$ cat config.mk
export PLATFORM = sky130hd
export DESIGN_NAME = neuron_backprop_seq
export DESIGN_NICKNAME = d
export VERILOG_FILES = /design/src/rtl/neuron_backprop_seq.sv
export SDC_FILE = /design/constraint.sdc
export NUM_CORES = 1
export LEC_CHECK = 0
export ABC_AREA = 0
export CORE_UTILIZATION = 52
export DETAILED_ROUTE_END_ITERATION = 7
export MAX_ROUTING_LAYER = met4
export PLACE_DENSITY = 0.78
export SYNTH_ARGS = -nofsm -noshare
export SYNTH_HDL_FRONTEND = slang
export SYNTH_SLANG_ARGS = --single-unit
$ cat constraint.sdc
create_clock -name clk -period 16.5 [get_ports clk]
set_input_delay 3.3 -clock clk [delete_from_list [all_inputs] [get_ports clk]]
set_output_delay 3.3 -clock clk [all_outputs]
set_load 0.01 [all_outputs]
$ cat src/rtl/neuron_backprop_seq.sv
// Backward pass for one neuron: streams expected_in[i] for the previous layer.
// Optional build macro NEURON_BACKPROP_RATE_EN adds a rate_shift port that scales each adjustment down.
module neuron_backprop_seq #(
  parameter int N      = 16,
  parameter int Z_W    = 8,
  parameter int F_W    = 16,
  parameter int F_FRAC = 12
) (
  input  logic                  clk,
  input  logic                  rst_n,
`ifdef NEURON_BACKPROP_RATE_EN
  input  logic [2:0]            rate_shift,
`endif
  input  logic                  req_valid,
  output logic                  req_ready,
  input  logic [N-1:0][Z_W-1:0] in,
  input  logic [N-1:0][F_W-1:0] weights,
  input  logic [Z_W-1:0]        out,
  input  logic [Z_W-1:0]        expected_out,
  output logic                  ei_valid,
  input  logic                  ei_ready,
  output logic [$clog2(N)-1:0]  ei_index,
  output logic [Z_W-1:0]        ei_data,
  output logic                  ei_last,
  output logic [N-1:0][Z_W-1:0] expected_in,
  output logic                  done
);

  localparam int IDX_W = $clog2(N);
  localparam int M_W   = F_W - 1;
  localparam int P_W   = Z_W + M_W;
  localparam logic [IDX_W-1:0] LAST_IDX = IDX_W'(N - 1);
  localparam logic [Z_W-1:0]   Z_MAX    = {Z_W{1'b1}};

  typedef enum logic [1:0] {IDLE = 2'd0, STREAM = 2'd1, DONE = 2'd2} state_t;

  state_t                 state_r, state_s;
  logic [N-1:0][Z_W-1:0]  in_r, exp_in_r;
  logic [N-1:0][F_W-1:0]  weights_r;
  logic [Z_W:0]           delta_r, delta_in_s, d_sel_s;
  logic [2:0]             rate_r, rate_in_s, sh_sel_s;
  logic [IDX_W-1:0]       idx_r, nxt_idx_s;
  logic [Z_W-1:0]         ei_data_r, x_sel_s, elem_s;
  logic [F_W-1:0]         w_sel_s;
  logic                   req_ready_r, ei_valid_r, ei_last_r, done_r;
  logic                   accept_s, advance_s, fire_s;

  // Target for one input: nudge it by |delta|*|w| toward the side that moves out toward expected_out.
  function automatic logic [Z_W-1:0] calc_elem(input logic [Z_W-1:0] x, input logic [F_W-1:0] w,
                                               input logic [Z_W:0] d, input logic [2:0] sh);
    logic [Z_W-1:0] mag_d;
    logic [F_W-1:0] neg_w;
    logic [M_W-1:0] mag_w;
    logic [P_W-1:0] prod;
    logic [P_W-1:0] adj_wide;
    logic [Z_W-1:0] adj_z;
    logic [Z_W:0]   sum;
    logic [Z_W-1:0] res;
    neg_w = -w;
    if (d[Z_W]) begin
      mag_d = Z_W'(-d);
    end else begin
      mag_d = d[Z_W-1:0];
    end
    if (!w[F_W-1]) begin
      mag_w = w[M_W-1:0];
    end else if (neg_w[F_W-1]) begin
      mag_w = {M_W{1'b1}};
    end else begin
      mag_w = neg_w[M_W-1:0];
    end
    prod = P_W'(mag_d) * P_W'(mag_w);
    // The >>Z_W to frac units and >>(F_FRAC-Z_W) back to zero2one collapse into one truncating shift.
    adj_wide = prod >> F_FRAC;
    if (adj_wide > P_W'(Z_MAX)) begin
      adj_z = Z_MAX;
    end else begin
      adj_z = adj_wide[Z_W-1:0];
    end
    adj_z = adj_z >> sh;
    sum = {1'b0, x} + {1'b0, adj_z};
    if ((d == {(Z_W+1){1'b0}}) || (w == {F_W{1'b0}})) begin
      res = x;
    end else if (w[F_W-1] == d[Z_W]) begin
      res = sum[Z_W] ? Z_MAX : sum[Z_W-1:0];
    end else begin
      res = (adj_z > x) ? {Z_W{1'b0}} : (x - adj_z);
    end
    return res;
  endfunction

  assign delta_in_s = {1'b0, expected_out} - {1'b0, out};
`ifdef NEURON_BACKPROP_RATE_EN
  assign rate_in_s = rate_shift;
`else
  assign rate_in_s = 3'd0;
`endif

  // State register
  always_ff @(posedge clk) begin
    if (!rst_n) begin
      state_r <= IDLE;
    end else begin
      state_r <= state_s;
    end
  end

  // Next-state and handshake decode
  always_comb begin
    state_s   = state_r;
    accept_s  = 1'b0;
    advance_s = 1'b0;
    fire_s    = 1'b0;
    case (state_r)
      IDLE: begin
        if (req_valid) begin
          accept_s = 1'b1;
          state_s  = STREAM;
        end else begin
          state_s = IDLE;
        end
      end
      STREAM: begin
        if (ei_ready) begin
          fire_s = 1'b1;
          if (idx_r == LAST_IDX) begin
            state_s = DONE;
          end else begin
            advance_s = 1'b1;
            state_s   = STREAM;
          end
        end else begin
          state_s = STREAM;
        end
      end
      DONE:    state_s = IDLE;
      default: state_s = IDLE;
    endcase
  end

  // One shared arithmetic unit: fed from the ports at acceptance, from the captured copy afterwards.
  always_comb begin
    nxt_idx_s = idx_r + IDX_W'(1);
    if (state_r == IDLE) begin
      x_sel_s  = in[0];
      w_sel_s  = weights[0];
      d_sel_s  = delta_in_s;
      sh_sel_s = rate_in_s;
    end else begin
      x_sel_s  = in_r[nxt_idx_s];
      w_sel_s  = weights_r[nxt_idx_s];
      d_sel_s  = delta_r;
      sh_sel_s = rate_r;
    end
    elem_s = calc_elem(x_sel_s, w_sel_s, d_sel_s, sh_sel_s);
  end

  // Request capture, element streaming and the result vector
  always_ff @(posedge clk) begin
    if (!rst_n) begin
      in_r        <= '0;
      weights_r   <= '0;
      delta_r     <= '0;
      rate_r      <= 3'd0;
      idx_r       <= '0;
      ei_data_r   <= '0;
      ei_last_r   <= 1'b0;
      exp_in_r    <= '0;
      req_ready_r <= 1'b1;
      ei_valid_r  <= 1'b0;
      done_r      <= 1'b0;
    end else begin
      req_ready_r <= (state_s == IDLE);
      ei_valid_r  <= (state_s == STREAM);
      done_r      <= (state_s == DONE);
      if (accept_s) begin
        in_r      <= in;
        weights_r <= weights;
        delta_r   <= delta_in_s;
        rate_r    <= rate_in_s;
        idx_r     <= '0;
        ei_data_r <= elem_s;
        ei_last_r <= 1'b0;
      end else if (advance_s) begin
        idx_r     <= nxt_idx_s;
        ei_data_r <= elem_s;
        ei_last_r <= (nxt_idx_s == LAST_IDX);
      end else if (fire_s) begin
        ei_last_r <= 1'b0;
      end else begin
        ei_last_r <= ei_last_r;
      end
      if (fire_s) begin
        exp_in_r[idx_r] <= ei_data_r;
      end else begin
        exp_in_r <= exp_in_r;
      end
    end
  end

  assign req_ready   = req_ready_r;
  assign ei_valid    = ei_valid_r;
  assign ei_index    = idx_r;
  assign ei_data     = ei_data_r;
  assign ei_last     = ei_last_r;
  assign expected_in = exp_in_r;
  assign done        = done_r;

endmodule

; Yosys cells after proc, flatten, opt, wreduce, memory -nomap -nowiden
; Index checks and enable logic that the tools add are counted.
[op_classes]
addsub = 6
order_cmp = 5
muxes = 33
div = 0
reduce_logical = 9
n_eq_ne = 6
shift = 0
bitwise = 1
n_mul = 1
[op_table]
columns = op, count
row1 = $bwmux 128, 1
row2 = $mux 8, 11
row3 = $bmux 16 s4, 1
row4 = $bmux 8 s4, 1
row5 = $demux 8 s4, 1
row6 = $mux 16, 2
row7 = $mux 15, 2
row8 = $mul 8x15->23, 1
row9 = $logic_not 16->1, 1
row10 = $neg 16->16, 1
row11 = $gt 11x8->1 const B, 1
row12 = $lt 4x5->1 const B, 2
row13 = $mux 1, 10
row14 = $add 8x8->9, 1
row15 = $logic_not 9->1, 1
row16 = $mux 9, 1
row17 = $sub 8x8->9, 1
row18 = $eq 4x4->1 const B, 2
row19 = $gt 8x8->1, 1
row20 = $neg 8->8, 1
row21 = $sub 8x8->8, 1
row22 = $add 4x1->4 const B, 1
row23 = $eq 2x1->1 const B, 2
row24 = $ge 4x1->1 const B, 1
row25 = other kinds (10), 13
[totals]
ff_bits = 539
mem_bits_ro = 0
inputBits = 404
memories = 0
mem_bits_rw = 0
elab_cells = 117
latch_bits = 0

; Logic depth before layout (Yosys ltp)
; Gate-level depths: netlist (run 1).
[depth]
depth_word = 16
mapped_depth = 54

; Worst setup path after synthesis (run 1)
; No wires, ideal clock.
[synth_path]
path_kind = input to register
startpoint = input expected_out[0]
endpoint = register ei_data_r[7] (netlist: ei_data[7])
setup_time_ns = 0.074
path_buffers = 3
t_arrival_ns = 12.639
required_ns = 16.426
setup_slack_ns = 3.787
stages = 43
cell_sequence = inv_1 > ha_1 > inv_1 > fa_1 > a21o_1 > a21oi_1 > xnor2_1 > mux2i_1 > nand2_1 > or3_1 > nand2_1 > xor2_1 > clkbuf_1 > nor2_1 > fa_1 > inv_1 > fa_1 > inv_1 > (+7 left out) > or4_1 > o31ai_1 > xor2_1 > or4_4 > buf_6 > a21o_1 > ha_1 > nand2_1 > o21ai_0 > a21oi_1 > o21ba_2 > nor2b_1 > o21a_1 > or2_2 > nor3_1 > o21a_1 > or4_1 > a31oi_1
[synth_via]
elab_chain_len = 13
elab_cells_between_ends = 19
[synth_lines]
columns = item, line_no
row1 = start: declaration, 19  ; input logic [Z_W-1:0] expected_out,
row2 = $sub 8x8->9 *, 92  ; assign delta_in_s = {1'b0, expected_out} - {1'b0, out};
row3 = $mux 9 *, 144  ; if (state_r == IDLE) begin
row4 = $neg 8->8, 61  ; mag_d = Z_W'(-d);
row5 = $mux 8, 60  ; if (d[Z_W]) begin
row6 = $mul 8x15->23, 72  ; prod = P_W'(mag_d) * P_W'(mag_w);
row7 = $gt 11x8->1, 75  ; if (adj_wide > P_W'(Z_MAX)) begin
row8 = $mux 8, 75
row9 = $sub 8x8->8 (tied with other cells), 87  ; res = (adj_z > x) ? {Z_W{1'b0}} : (x - adj_z);
row10 = "$mux 8, on equally long branches", "87, 85"
row11 = $mux 8, 84  ; end else if (w[F_W-1] == d[Z_W]) begin
row12 = $mux 8 *, 82  ; if ((d == {(Z_W+1){1'b0}}) || (w == {F_W{1'b0}})) begin
row13 = $mux 8, 184  ; end else if (advance_s) begin
row14 = $mux 8 *, 176  ; if (accept_s) begin
row15 = end signal: assignment, 182  ; ei_data_r <= elem_s;
row16 = end signal: assignment, 186  ; ei_data_r <= elem_s;
row17 = end: declaration, 43  ; logic [Z_W-1:0] ei_data_r, x_sel_s, elem_s;
; Mark *: on every way between the ends. The rest lies on a longest branch, timed or not. The select of a mux whose other input is x is not followed.
; A chain may end at the register's enable or synchronous reset.

; Final worst setup path (run 1)
[layout_path]
startpoint = input out[0]
endpoint = register ei_data_r[7] (netlist: ei_data[7])
[layout_via]
elab_chain_len = 13
elab_cells_between_ends = 19
[layout_lines]
columns = item, line_no
row1 = start: declaration, 18  ; input logic [Z_W-1:0] out,
row2 = $sub 8x8->9 *, 92
row3 = $mux 9 *, 144
row4 = $neg 8->8, 61
row5 = $mux 8, 60
row6 = $mul 8x15->23, 72
row7 = $gt 11x8->1, 75
row8 = $mux 8, 75
row9 = $sub 8x8->8 (tied with other cells), 87
row10 = "$mux 8, on equally long branches", "87, 85"
row11 = $mux 8, 84
row12 = $mux 8 *, 82
row13 = $mux 8, 184
row14 = $mux 8 *, 176
; Marks and branches as above.

==> summary.txt, run 1 <==
STA
  • Final hold viol count: 0
  • Slew headroom: 9.79%
  • Min Tclk post-route: 13.75 ns
  • Final period util: 83.3%
  • Fin Setup TNS: 0 ns
  • Least-Margin Pin Slew: 1.35 ns
  • Max-slew violations: 0
  • Final setup vio count: 0
  • Worst hold margin: 0.462 ns
  • Final setup skew: 0.0297 ns
  • Fmax: 72.8 MHz
  • Final WS setup: 2.75 ns
  • RSZ-0062 raised after global routing: false

Clocking
  • TritonCTS clock tree: built
  • Hold-fix buffers at CTS: 0
  • Worst-path clk slew: 0.06 ns
  • H-tree depth: 2
  • Clk_lat worst skew: 0.63 ns
  • CTS root buf: clkbuf_16
  • Clock Path Buffers: 3
  • TritonCTS Buffers: 56
  • Postcts setup bufs: 0
  • Post_cts resized: 0
  • # clock sinks: 539

Outcome
  • Status: completed

Global route
  • GRT Resource Usage Total: 33.9%
  • First-pass GRT wire length: 130000 um
  • Initial antenna violation count: 21
  • GRT Residual Overflow: 0
  • Largest net degree at the start of global routing: 244
  • Vias in the first global route: 22431

Detailed routing
  • DRT iter0 DRCs: 2164
  • Routed WL: 85500 um
  • Drt drc: 0
  • Vias per inst: 5.86
  • DR vias: 22115
  • Detail Route Antenna Nets: 0
  • Routed WL per cell: 22.7 um
  • Iteration count of the initial detailed-routing pass: 5

Yosys
  • Number of synthesized flops with an enable pin: 0
  • Cells after synthesis: 2581
  • Syn_area_per_cell: 10.2 um^2
  • Mapped cell area: 0.0263 mm^2
  • Primary FF master, synth: dfxtp_1
  • YS warnings: 0
  • Fraction of registers with async set/reset: 0%
  • Synth cell types: 76
  • Synthesis-stage register bit count: 539
  • Sequential fraction of the synthesis area: 41.0%
  • Syn_nets: 3136

Hold path
  • Worst Hold Class: register to register

Pwr
  • PwrDens: 191 mW/mm^2
  • Leak pwr: 13.6 nW
  • Peak supply drop: 0.298 mV

Worst setup path
  • Worst-path fanout max: 15
  • Critical Path RT: 17.03 ns
  • Worst Path Arrival: 14.27 ns
  • CP startpoint kind: primary input
  • CP endpoint kind: register
  • Slowest stage delay, CP: 1.05 ns
  • Crit path kind: primary input to register
  • Worst path slowest cell: xor2_1

Layout
  • Proportion of layout cells with a drive suffix above 1: 8.02%
  • Most common cell after layout, fill and taps aside: clkdlybuf4s50_1
  • # fillers: 3918
  • Commonest non-fill, non-tap cells in the layout: 546 x clkdlybuf4s50_1, 538 x dfxtp_1, 367 x a22o_1
  • Layout area overhead: 30.4%
  • Nets: 3587
  • Post-route cell area: 0.0344 mm^2
  • Core Util, Final: 68.6%

Placement
  • Dpl ws: 2.29 ns
  • Final GP Congestion: 0.956
  • Dpl hpwl: 62600 um
  • # port buffers: 547
  • Post-place instance area: 0.0322 mm^2

Job
  • Max Cap Viol: 0

Die
  • Die X: 227 um
  • Initial Util: 52.6%
  • I/O Pins: 548
  • Core Rows: 82
  • Height of the die: 227 um
  • Die Footprint: 0.0516 mm^2
  • Core area: 0.0501 mm^2
-- layer usage --
layer	global-route usage [%]	part of all wire, %
met1	41.9	41
met2	54.9	49
met3	6.44	6.9
met4	12.8	3.3
met5	-	0
-- synthesized netlist by cell type (5+ instances only) --
library cell / count / share of area [%]
clkbuf_1: 152 / 2.2
dfxtp_1: 539 / 41
or2_2: 19 / 0.45
a22o_1: 367 / 12
a31oi_1: 26 / 0.62
nor4_1: 6 / 0.14
nand2b_1: 9 / 0.21
a32oi_1: 9 / 0.30
nor2b_1: 141 / 3.3
inv_1: 116 / 1.7
a21o_1: 18 / 0.51
o31ai_1: 10 / 0.28
a21oi_1: 60 / 1.1
ha_1: 71 / 3.4
xnor2_1: 12 / 0.40
nor2_1: 159 / 2.3
and2_1: 14 / 0.33
o21ai_0: 35 / 0.66
o21a_1: 9 / 0.26
o21bai_1: 6 / 0.17
or2_1: 5 / 0.12
nor3_1: 22 / 0.42
mux4_2: 72 / 6.2
nand3_1: 55 / 1.0
o22ai_1: 10 / 0.24
nand2_1: 230 / 3.3
a21boi_0: 27 / 0.77
buf_1: 16 / 0.23
xor2_1: 9 / 0.30
mux2i_1: 162 / 6.2
fa_1: 80 / 6.1
buf_2: 16 / 0.30
nand4_1: 10 / 0.24
or3_1: 12 / 0.28
-- kinds of logic (layout without fill, tap and decap cells) --
logic type | Yosys count | after routing | share of synthesized area, %
adder cells (fa/ha/maj) | 151 | 151 | 9.45
flip-flops | 539 | 539 | 41.0
other | 0 | 22 | 0
AO/OA/AOI/OAI | 615 | 615 | 18.5
AND/OR/NAND/NOR | 708 | 708 | 13.0
multiplexers | 238 | 238 | 12.7
XOR/XNOR | 23 | 23 | 0.864
buffers and inverters | 307 | 805 | 4.63
-- path summary, 6_finish.rpt --
kind / slack [ns] / end / depth (start not counted) / from
min reg2reg: 0.46 / delta_r[2] / 2 / delta_r[2]
max: 2.75 / ei_data[7] / 41 / out[0]
max reg2reg: 3.35 / ei_data[7] / 38 / ei_index[0]
min: 0.46 / delta_r[2] / 2 / delta_r[2]
-- final cells by class --
type | count | area [um^2] | area share (%)
inverters | 116 | 435 | 1.27
flip-flops and latches | 539 | 10800 | 31.4
well taps | 672 | 841 | 2.45
clock buffers | 77 | 1600 | 4.66
diodes | 22 | 55.1 | 0.160
repair buffers | 584 | 5780 | 16.8
multi-input cells | 1735 | 14400 | 41.9
clock inverters | 28 | 467 | 1.36
-- sequential cells by signal, summed over array words and instances, names as in the netlist, 2 cells and up --
signal       cells
weights_r      256
state_r          2
expected_in    128
in_r           128
delta_r          9
ei_data          8
ei_index         4
-- critical path: cells and delay by family --
kind,cells,cell delay (ns)
buffers and inverters,6,0.74
AND/OR/NAND/NOR,11,2.89
adder cells (fa/ha/maj),8,3.32
XOR/XNOR,2,1.16
AO/OA/AOI/OAI,14,2.89
-- power breakdown --
part | switching, mW | total (mW) | leakage, nW | internal [mW]
clock network | 0.551 | 1.39 | 1.02 | 0.842
registers | 0.0401 | 1.41 | 4.41 | 1.37
logic | 2.19 | 3.75 | 8.16 | 1.56
total | 2.78 | 6.55 | 13.6 | 3.77
-- stage by stage --
step	power [mW]	instances
floorplan	4.28	2581
global placement	5.04	3646
detailed placement	5.13	3646
CTS	6.54	3751
global route	7.16	3772
finish	6.55	3773
(Power assumes the default switching activity.)
==> run 2, diff against run 1 <==
==> constraint.sdc (replaced) <==
create_clock -name clk -period 13.5 [get_ports clk]
set_input_delay 2.7 -clock clk [delete_from_list [all_inputs] [get_ports clk]]
set_output_delay 2.7 -clock clk [all_outputs]
set_load 0.01 [all_outputs]
==> run 2 against run 1 <==
Combinational power is 25% higher. Setup slack got worse by 2.0 ns. Register-to-register slack got worse by 2.6 ns. Utilization is 0.092 points lower. Count of clock-buffer cells in the layout is 2 higher. First-iteration DRC count fell by 12%. Final cell count rose by 0.64%. Non-clock buffer count grew 23. Wire length fell by 0.53%. Hold slack improved by 0.0082 ns. Sequential share of layout area about the same. Critical path type is now register to register.
==> summary.txt, run 2 (synthesis gave the netlist of run 1 again) <==
Detailed routing
  • Drt drc: 0 (unchanged)
  • Iteration count of the initial detailed-routing pass: 6 (+1)
  • Routed WL per cell: 22.4 um (-1.2%)
  • DR vias: 22182 (+0.30%)
  • Vias per inst: 5.84 (-0.33%)
  • Routed WL: 85100 um (-0.53%)
  • DRT iter0 DRCs: 1910 (-12%)
  • Detail Route Antenna Nets: 0 (unchanged)

STA
  • Final hold viol count: 0 (unchanged)
  • Least-Margin Pin Slew: 1.25 ns (-0.0974 ns)
  • Final setup skew: 0.0546 ns (+0.0249 ns)
  • Fin Setup TNS: 0 ns (unchanged)
  • RSZ-0062 raised after global routing: false
  • Slew headroom: 14.4% (+4.6 points)
  • Final WS setup: 0.741 ns (-2.01 ns)
  • Fmax: 78.4 MHz
  • Min Tclk post-route: 12.76 ns
  • Final period util: 94.5%
  • Max-slew violations: 0 (unchanged)
  • Final setup vio count: 0 (unchanged)

Worst setup path
  • Worst path slowest cell: a2111oi_0
  • Critical Path RT: 14.02 ns (-3.01 ns)
  • Worst-path fanout max: 31 (+16)
  • Reg2reg setup slack: 0.74 ns (-2.61 ns)
  • Reg-to-reg critical path startpoint: ei_index[0]
  • Critical path endpoint: ei_data[7]
  • CP startpoint kind: register
  • Crit path kind: register to register
  • Worst Path Arrival: 13.28 ns (-0.99 ns)
  • CP most frequent cell: a21oi_1
  • Slowest stage delay, CP: 1.06 ns (about the same)
  • CP Launch Point: ei_index[0]
  • Reg-to-reg endpoint: ei_data[7]
  • CP endpoint kind: register
  • Reg2Reg Depth: 45 (+18%)

Global route
  • Largest net degree at the start of global routing: 233 (-4.5%)
  • Initial antenna violation count: 28 (+33%)
  • GRT Resource Usage Total: 33.4% (-0.45 points)
  • First-pass GRT wire length: 128000 um (-1.4%)
  • Vias in the first global route: 22134 (-1.3%)
  • GRT Residual Overflow: 0 (unchanged)

Die
  • Die Footprint: 0.0516 mm^2 (unchanged)
  • Height of the die: 227 um (unchanged)
  • I/O Pins: 548 (unchanged)
  • Core Rows: 82 (unchanged)
  • Initial Util: 52.6% (unchanged)
  • Core area: 0.0501 mm^2 (unchanged)
  • Die X: 227 um (unchanged)

Pwr
  • Sw power: 3.43 mW (+23%)
  • Leak pwr: 13.6 nW (-0.15%)
  • Switching Share: 43.1% (+0.72 points)
  • Comb power frac: 59.1% (+1.9 points)
  • Peak supply drop: 0.336 mV (+13%)
  • Int Pwr: 4.52 mW (+20%)
  • Seq pwr share: 21.7% (+0.2 points)
  • PwrDens: 232 mW/mm^2 (+21%)
  • Clock share of power: 19.3% (-2.0 points)

Layout
  • Largest register FFs: 256 (unchanged)
  • Most common cell after layout, fill and taps aside: clkdlybuf4s50_1
  • Nets: 3608 (+0.59%)
  • Commonest non-fill, non-tap cells in the layout: 546 x clkdlybuf4s50_1, 538 x dfxtp_1, 367 x a22o_1
  • Post-route cell area: 0.0343 mm^2 (-0.13%)
  • Proportion of layout cells with a drive suffix above 1: 8.56% (+0.53 points)
  • Largest reg by FF count: weights_r
  • Layout area overhead: 30.2%

Placement
  • # port buffers: 547 (unchanged)
  • Post-place instance area: 0.0324 mm^2 (+0.36%)
  • Final GP Congestion: 0.957 (+0.14%)
  • Dpl ws: 0.111 ns (-2.18 ns)
  • Dpl hpwl: 63100 um (+0.76%)

Clocking
  • CTS root buf: clkbuf_16
  • TritonCTS Buffers: 54 (-3.6%)
  • H-tree depth: 2 (unchanged)
  • # clock sinks: 539 (unchanged)
  • Clk_lat worst skew: 0.64 ns (about the same)
  • TritonCTS clock tree: built
  • Worst-path clk slew: 0.07 ns (about the same)
  • Clock Path Buffers: 3 (unchanged)

Outcome
  • Status: completed

Hold path
  • Hold Startpoint: weights_r[3]
  • Worst Hold Class: register to register

Job
  • Max Cap Viol: 0 (unchanged)
-- run 2: through the flow --
stage               power, mW  hold slack (ns)  utilization (%)  std cells
finish                   7.95            0.470             68.5       3797
global route             8.62            0.489             68.5       3797
CTS                      7.90            0.472             68.3       3763
detailed placement       6.36            0.461             64.6       3663
global placement         6.24            0.441             64.6       3663
floorplan                5.23            0.425                -       2581
-- run 2: routing by layer --
metal	part of all wire (%)	track usage [%]	wire [um]	vias to the layer above
met5	0	-	0	-
met4	3.7	14.2	3150	0
met3	7.0	6.80	5990	189
li1	-	-	-	10231
met1	40	40.6	34100	10919
met2	49	54.1	41900	843
-- run 2: worst max-delay path: cells and delay by family, from the launching register on --
kind | cells | cell delay, ns
xor gates and xnor gates | 1 | 0.11
and+or+nand+nor | 15 | 3.50
DFF | 1 | 0.58
buffers and inverters | 5 | 0.71
muxes | 1 | 0.41
adders and majority gates | 7 | 3.26
AOI/OAI and AO/OA | 16 | 4.00
-- run 2: worst min-delay path by stage --
stage	to	slack, ns	cells past startpoint
after floorplan	delta_r[0]	0.43	2
after global placement	delta_r[0]	0.44	2
after detailed placement	in_r[93]	0.46	1
after CTS	weights_r[11]	0.47	2
after global routing	weights_r[168]	0.49	1
final	weights_r[3]	0.47	2
-- run 2: area by class of cell --
cell class	instances	area (um^2)
diodes	28	70.1
clock buffers	79	1600
clock inverters	21	226
fillers	3920	15800
inverters	116	435
multi-input cells	1735	14400
flip-flops and latches	539	10800
well taps	672	841
repair buffers	607	5950
-- run 2: power groups by stage --
stage | logic (mW) | registers (mW) | clock network (mW)
2_1_floorplan | 3.49 | 1.74 | 0
3_3_place_gp | 4.49 | 1.75 | 0
3_5_place_dp | 4.60 | 1.75 | 0
4_1_cts | 4.63 | 1.72 | 1.55
5_1_grt | 5.28 | 1.73 | 1.61
6_report | 4.70 | 1.72 | 1.53
-- run 2: repair_timing --
item | 4_1_cts | 5_1_grt
endpoints found under the setup margin | 0 | 7
buffers inserted | 0 | 6
hold buffers | 0 | 0
resized for setup | 0 | 2
